File: config.mk
export PLATFORM = sky130hd
export DESIGN_NAME = fnd_reg_viewer
export DESIGN_NICKNAME = d
export VERILOG_FILES = /design/src/rtl/fnd_pkg.sv /design/src/rtl/fnd_scan.sv /design/src/rtl/fnd_reg_viewer.sv
export SDC_FILE = /design/constraint.sdc
export NUM_CORES = 1
export LEC_CHECK = 0
export ABC_AREA = 1
export CORE_MARGIN = 2
export CORE_UTILIZATION = 40
export CTS_BUF_LIST = sky130_fd_sc_hd__clkbuf_16
export DETAILED_ROUTE_END_ITERATION = 10
export PLACE_DENSITY_LB_ADDON = 0.15
export SYNTH_ARGS = -nofsm -noshare
export SYNTH_HDL_FRONTEND = slang
export SYNTH_SLANG_ARGS = --single-unit
File: constraint.sdc
create_clock -name clk -period 17.7 [get_ports clk]
set_input_delay 3.54 -clock clk [delete_from_list [all_inputs] [get_ports clk]]
set_output_delay 3.54 -clock clk [all_outputs]
set_load 0.02 [all_outputs]
File: src/rtl/fnd_pkg.sv
// rtl/fnd_pkg.sv - shared segment encoder, constants and frame type for the FND register viewer
package fnd_pkg;

    localparam logic [7:0] SEG_DASH     = 8'hBF;
    localparam logic [7:0] SEG_BLANK    = 8'hFF;
    localparam int         DP_BIT       = 7;
    localparam int         FRAME_DATA_W = 64;
    localparam int         FRAME_IDX_W  = 8;

    // Sized for the widest supported source and index; narrower instances zero-extend.
    typedef struct packed {
        logic [FRAME_DATA_W-1:0] data;
        logic [FRAME_IDX_W-1:0]  idx;
        logic                    err;
        logic                    auto_mode;
    } disp_frame_t;

    function automatic logic [7:0] hex2seg(input logic [3:0] nib);
        logic [7:0] seg;
        case (nib)
            4'h0:    seg = 8'hC0;
            4'h1:    seg = 8'hF9;
            4'h2:    seg = 8'hA4;
            4'h3:    seg = 8'hB0;
            4'h4:    seg = 8'h99;
            4'h5:    seg = 8'h92;
            4'h6:    seg = 8'h82;
            4'h7:    seg = 8'hF8;
            4'h8:    seg = 8'h80;
            4'h9:    seg = 8'h90;
            4'hA:    seg = 8'h88;
            4'hB:    seg = 8'h83;
            4'hC:    seg = 8'hC6;
            4'hD:    seg = 8'hA1;
            4'hE:    seg = 8'h86;
            default: seg = 8'h8E;
        endcase
        return seg;
    endfunction

endpackage

File: src/rtl/fnd_scan.sv
// rtl/fnd_scan.sv - digit scan timer: digit pointer, frame start strobe and active-low common drive
module fnd_scan
    import fnd_pkg::*;
#(
    parameter int NUM_DIGITS = 4,
    parameter int SCAN_DIV   = 100000
) (
    input  logic                          clk_i,
    input  logic                          resetn_i,
    output logic [$clog2(NUM_DIGITS)-1:0] dig_o,
    output logic                          frame_start_o,
    output logic [NUM_DIGITS-1:0]         com_o,
    output logic                          run_o
);

    localparam int CNT_W = $clog2(SCAN_DIV);
    localparam int DIG_W = $clog2(NUM_DIGITS);

    logic             run_q;
    logic [CNT_W-1:0] cnt_q;
    logic [DIG_W-1:0] dig_q;

    // run_q holds the counters at zero for one cycle after release so frame 0 starts cleanly.
    always_ff @(posedge clk_i) begin
        if (!resetn_i) begin
            run_q <= 1'b0;
            cnt_q <= '0;
            dig_q <= '0;
        end else begin
            run_q <= 1'b1;
            if (run_q) begin
                if (cnt_q == CNT_W'(SCAN_DIV-1)) begin
                    cnt_q <= '0;
                    dig_q <= (dig_q == DIG_W'(NUM_DIGITS-1)) ? '0 : dig_q + DIG_W'(1);
                end else begin
                    cnt_q <= cnt_q + CNT_W'(1);
                end
            end
        end
    end

    assign frame_start_o = run_q && (cnt_q == '0) && (dig_q == '0);
    assign dig_o         = dig_q;
    assign run_o         = run_q;

    always_comb begin
        com_o = '1;
        if (run_q) com_o[dig_q] = 1'b0;
    end

endmodule

File: src/rtl/fnd_reg_viewer.sv
// rtl/fnd_reg_viewer.sv - selects one of NUM_SRC registers (manual one-hot or round-robin) and scans it onto the FND
module fnd_reg_viewer
    import fnd_pkg::*;
#(
    parameter int NUM_SRC    = 12,
    parameter int DATA_W     = 8,
    parameter int NUM_DIGITS = 4,
    parameter int SCAN_DIV   = 100000,
    parameter int AUTO_DIV   = 100000000
) (
    input  logic                         clk,
    input  logic                         reset,
    input  logic [NUM_SRC-1:0]           sel,
    input  logic                         auto_en,
    input  logic [NUM_SRC*DATA_W-1:0]    src_data,
    output logic [7:0]                   fndFont,
    output logic [NUM_DIGITS-1:0]        fndCom,
    output logic [$clog2(NUM_SRC)-1:0]   active_idx,
    output logic                         sel_err
);

    localparam int DATA_DIG = DATA_W / 4;
    localparam int IDX_W    = $clog2(NUM_SRC);
    localparam int DWELL_W  = $clog2(AUTO_DIV);
    localparam int DIG_W    = $clog2(NUM_DIGITS);

    logic [IDX_W-1:0]      man_idx;
    logic                  man_ok;
    logic                  auto_q;
    logic                  auto_rise;
    logic [DWELL_W-1:0]    dwell_q;
    logic [IDX_W-1:0]      auto_idx_q;
    logic [IDX_W-1:0]      live_idx;
    disp_frame_t           live;
    disp_frame_t           snap_q;
    disp_frame_t           snap_d;
    logic [DIG_W-1:0]      dig;
    logic                  frame_start;
    logic [NUM_DIGITS-1:0] com;
    logic                  run;
    int                    dig_n;
    logic [3:0]            nib;
    logic [7:0]            seg_d;

    // An invalid selection decodes to index 0 so an auto-mode entry from it starts at source 0.
    always_comb begin
        man_idx = '0;
        for (int i = 0; i < NUM_SRC; i++) begin
            if (sel[i]) man_idx = IDX_W'(i);
        end
        man_ok = ($countones(sel) == 1);
        if (!man_ok) man_idx = '0;
    end

    assign auto_rise = auto_en && !auto_q;

    always_ff @(posedge clk) begin
        if (!reset) begin
            auto_q     <= 1'b0;
            dwell_q    <= '0;
            auto_idx_q <= '0;
        end else begin
            auto_q <= auto_en;
            if (auto_rise) begin
                dwell_q    <= '0;
                auto_idx_q <= man_idx;
            end else if (auto_en) begin
                if (dwell_q == DWELL_W'(AUTO_DIV-1)) begin
                    dwell_q    <= '0;
                    auto_idx_q <= (auto_idx_q == IDX_W'(NUM_SRC-1)) ? '0 : auto_idx_q + IDX_W'(1);
                end else begin
                    dwell_q <= dwell_q + DWELL_W'(1);
                end
            end
        end
    end

    always_comb begin
        live_idx       = auto_en ? (auto_rise ? man_idx : auto_idx_q) : man_idx;
        live           = '0;
        live.data      = FRAME_DATA_W'(src_data[int'(live_idx)*DATA_W +: DATA_W]);
        live.idx       = FRAME_IDX_W'(live_idx);
        live.err       = !auto_en && !man_ok;
        live.auto_mode = auto_en;
    end

    fnd_scan #(
        .NUM_DIGITS (NUM_DIGITS),
        .SCAN_DIV   (SCAN_DIV)
    ) u_scan (
        .clk_i         (clk),
        .resetn_i      (reset),
        .dig_o         (dig),
        .frame_start_o (frame_start),
        .com_o         (com),
        .run_o         (run)
    );

    // Outputs read snap_d so the first digit of a frame already shows the freshly captured word.
    assign snap_d = frame_start ? live : snap_q;

    always_ff @(posedge clk) begin
        if (!reset) snap_q <= '0;
        else        snap_q <= snap_d;
    end

    always_comb begin
        dig_n = int'(dig);
        nib   = '0;
        if (dig_n < DATA_DIG) begin
            nib = snap_d.data[dig_n*4 +: 4];
        end else if (dig_n - DATA_DIG < FRAME_IDX_W/4) begin
            nib = snap_d.idx[(dig_n-DATA_DIG)*4 +: 4];
        end
        seg_d = snap_d.err ? SEG_DASH : hex2seg(nib);
        if (snap_d.auto_mode && dig_n == NUM_DIGITS-1) seg_d[DP_BIT] = 1'b0;
    end

    always_ff @(posedge clk) begin
        if (!reset || !run) begin
            fndCom     <= '1;
            fndFont    <= SEG_BLANK;
            active_idx <= '0;
            sel_err    <= 1'b0;
        end else begin
            fndCom     <= com;
            fndFont    <= seg_d;
            active_idx <= snap_d.idx[IDX_W-1:0];
            sel_err    <= snap_d.err;
        end
    end

endmodule

==> key figures <==
Clocking
  • Htree depth: 3
  • TritonCTS sink count: 87
  • CTS Root Cell: clkbuf_16
  • Worst skew pair latency: 0.35 ns
  • Post-CTS Setup Repair Bufs: 0
  • Clock tree buffer depth: 2
  • Total CTS buffers: 9
  • Post-CTS Resized: 0
  • CTS hold repair buffers: 0
  • Clk slew on worst S/H paths: 0.07 ns
  • TritonCTS clock tree: yes

Logic synthesis
  • Async SR Flop Fraction: 0%
  • Avg Inst Size Synth: 6.63 µm²
  • Top_reg_cell synth: dfxtp_1
  • Post-synthesis sequential area ratio: a little over 30%
  • Post-synthesis cell type count: 49
  • Post-Synthesis Cells: 866
  • Number of synthesis warnings: 0
  • Syn_nets: roughly 1,000
  • Synth Register Bits: 87
  • Mapped Area: 5740 µm²
  • Number of synthesized flops with an enable pin: 0

Worst setup path
  • Reg2reg end: fndFont[3]
  • Critical path capture point type: register
  • CP peak stage delay: 0.53 ns
  • Crit path launch type: primary input
  • CP most frequent cell: nand2_1
  • Crit Path Category: in2reg
  • CP max FO: 56
  • Flop2flop setup slack: between 10 and 15 ns
  • Req. time, crit path: 17.91 ns
  • Reg-to-Reg Start: u_scan.dig_o[1]
  • CP max-delay cell: clkdlybuf4s50_1
  • R2r worst-path depth: 17
  • Critical path arrival: 9.61 ns

Route
  • Vias per inst: slightly below 5
  • DRC viols: 0
  • Pre-antenna DRT Iters: 4
  • DRT antenna net count: 0
  • Iter 0 DRT Violations: approximately 290
  • Total number of vias: 5,707
  • Post-Route WL: between 15 and 20 mm
  • WL per Instance: 12.9 µm

GRT
  • Initial antenna violation count: 0
  • First-pass GRT wire length: 25.2 mm
  • Grt ovf: 0
  • Vias in the first global route: 5,527
  • Largest net degree at the start of global routing: 57
  • Total Routing Usage GR: 20.8%

Timing
  • Slew Viols, Final: 0
  • RSZ-0062 raised after global routing: no
  • Setup_tns: 0 ns
  • Setup violators final: 0
  • Slew headroom: around 48%
  • Setup Skew: ~0.0088 ns
  • Worst Tran Pin Value: about 0.78 ns
  • Final Cycle Share: ~53%
  • Final Critical Period: 9.40 ns
  • Max Freq: ~110 MHz
  • Hold Fails Final Rpt: 0

Cells and area
  • Antenna Cells: 0
  • Share of layout cells above drive strength 1: about 6.6%
  • Fill cell count: 1,393
  • Commonest cells after routing, fill and taps aside: nand2_1 (203), clkdlybuf4s50_1 (127), nand3_1 (122)
  • Synthesis-to-finish area growth: 28.3%
  • Fin nets: 1,115
  • Most common cell after layout, fill and taps aside: nand2_1

Die
  • FP Rows: 43
  • Die width: 124 µm
  • Die area: 15,300 µm²
  • Initial core utilization: 41.2%
  • Core ar.: 13,900 µm²
  • Die Y: 124 µm
  • I/O pins: 128

Place
  • HPWL after DPL: 11.4 mm
  • Routability cong.: 0.824
  • IO Port Bufs: 127

Min path
  • Hold path start: dwell_q[26]
  • Hold Path Stages: 1
  • Hold path endpoint: dwell_q[26]
  • Hold Path Class: reg2reg

Run
  • Max-Cap Viols: 0

Pwr
  • Leakage: 3.21 nW
  • Peak VDD IR: approximately 67 µV
  • Overall Power: 656 µW
  • P per Cell Area: a little under 90 nW/µm²

Outcome
  • Status: complete, no violations
[layout make-up]
class | count | area, µm² | area share (%)
well taps | 180 | 225 | 3.06
flip-flops and latches | 87 | 1740 | 23.6
clock inverters | 7 | 73.8 | 1.00
repair buffers | 131 | 1300 | 17.7
clock buffers | 9 | 225 | 3.06
multi-input cells | 622 | 3320 | 45.1
inverters | 127 | 478 | 6.49
[synthesized netlist by cell type (2+ instances only)]
cell type / instances / area (µm²)
clkbuf_1: 12 / 45.0
a31oi_1: 2 / 12.5
nand3_2: 3 / 30.0
o211ai_1: 3 / 22.5
nand3b_1: 19 / 143
o21ai_2: 3 / 26.3
nand4_1: 12 / 75.1
dfxtp_1: 87 / 1740
nand3_1: 122 / 611
o21bai_1: 2 / 15.0
o21ai_0: 19 / 95.1
nor4_1: 9 / 56.3
nor2_1: 75 / 282
a211oi_1: 3 / 22.5
buf_6: 7 / 78.8
o21a_1: 2 / 15.0
inv_2: 9 / 33.8
nand2_2: 9 / 56.3
a21oi_2: 3 / 26.3
fa_1: 7 / 140
o22ai_1: 3 / 18.8
buf_4: 6 / 45.0
nand2_1: 203 / 762
xor2_1: 9 / 78.8
xnor2_1: 3 / 26.3
inv_1: 116 / 435
nor3b_1: 7 / 52.6
o21ai_1: 5 / 25.0
buf_2: 3 / 15.0
a21oi_1: 34 / 170
or2_2: 11 / 68.8
ha_1: 19 / 238
nor3_1: 21 / 105
nand2_4: 3 / 33.8
[power breakdown]
part / internal (mW) / switching, mW
combinational: 0.101 / 0.157
clock: 0.110 / 0.0798
sequential: 0.205 / 0.00327
[kinds of logic (layout without fill, tap and decap cells)]
| group | Yosys count | count (layout) | share of synthesized area [%] |
|---|---|---|---|
| and+or+nand+nor | 499 | 499 | 40.5 |
| adders and majority gates | 26 | 26 | 6.58 |
| AOI/OAI and AO/OA | 85 | 85 | 8.95 |
| DFF | 87 | 87 | 30.3 |
| xor gates and xnor gates | 12 | 12 | 1.83 |
| buffers and inverters | 157 | 274 | 11.9 |
[flip-flops by register name (all words and copies together) (netlist names)]
name          flops
active_idx        4
auto_idx_q        4
auto_q            1
dwell_q          27
fndCom            4
fndFont           8
sel_err           1
snap_q           18
u_scan.cnt_q     17
u_scan.dig_o      2
u_scan.run_o      1
[worst max path at each step]
stage	from	to	slack, ns	cells after the start
2_1_floorplan	sel[0]	fndFont[5]	9.36	31
3_3_place_gp	sel[3]	fndFont[2]	7.96	32
3_5_place_dp	sel[3]	fndFont[3]	7.94	31
4_1_cts	sel[7]	fndFont[3]	8.28	31
5_1_grt	sel[7]	fndFont[3]	7.76	33
6_report	sel[7]	fndFont[2]	8.30	32
[metal layers]
layer | up-vias | global-route usage [%] | routed length [µm]
li1 | 3016 | - | -
met4 | 0 | 6.18 | 295
met1 | 2540 | 24.9 | 6750
met2 | 128 | 36.9 | 7270
met3 | 23 | 4.62 | 733
met5 | - | 0 | 0
[worst max-delay path, delay by kind of cell]
kind / cells / cell delay, ns
buf+inv: 7 / 1.33
simple gates: 18 / 2.01
fa+ha+maj: 7 / 2.72
[metrics by stage]
step / hold WS (ns) / worst slack (ns) / cell area (µm²) / instances / util, %
floorplan: 0.414 / 9.36 / 5740 / 866 / -
global placement: 0.434 / 7.96 / 7070 / 1147 / 50.7
detailed placement: 0.437 / 7.94 / 7070 / 1147 / 50.7
CTS: 0.448 / 8.28 / 7370 / 1163 / 52.9
global route: 0.480 / 7.76 / 7370 / 1163 / 52.9
finish: 0.450 / 8.30 / 7370 / 1163 / 52.9
Power figures use the tool's default switching activity.
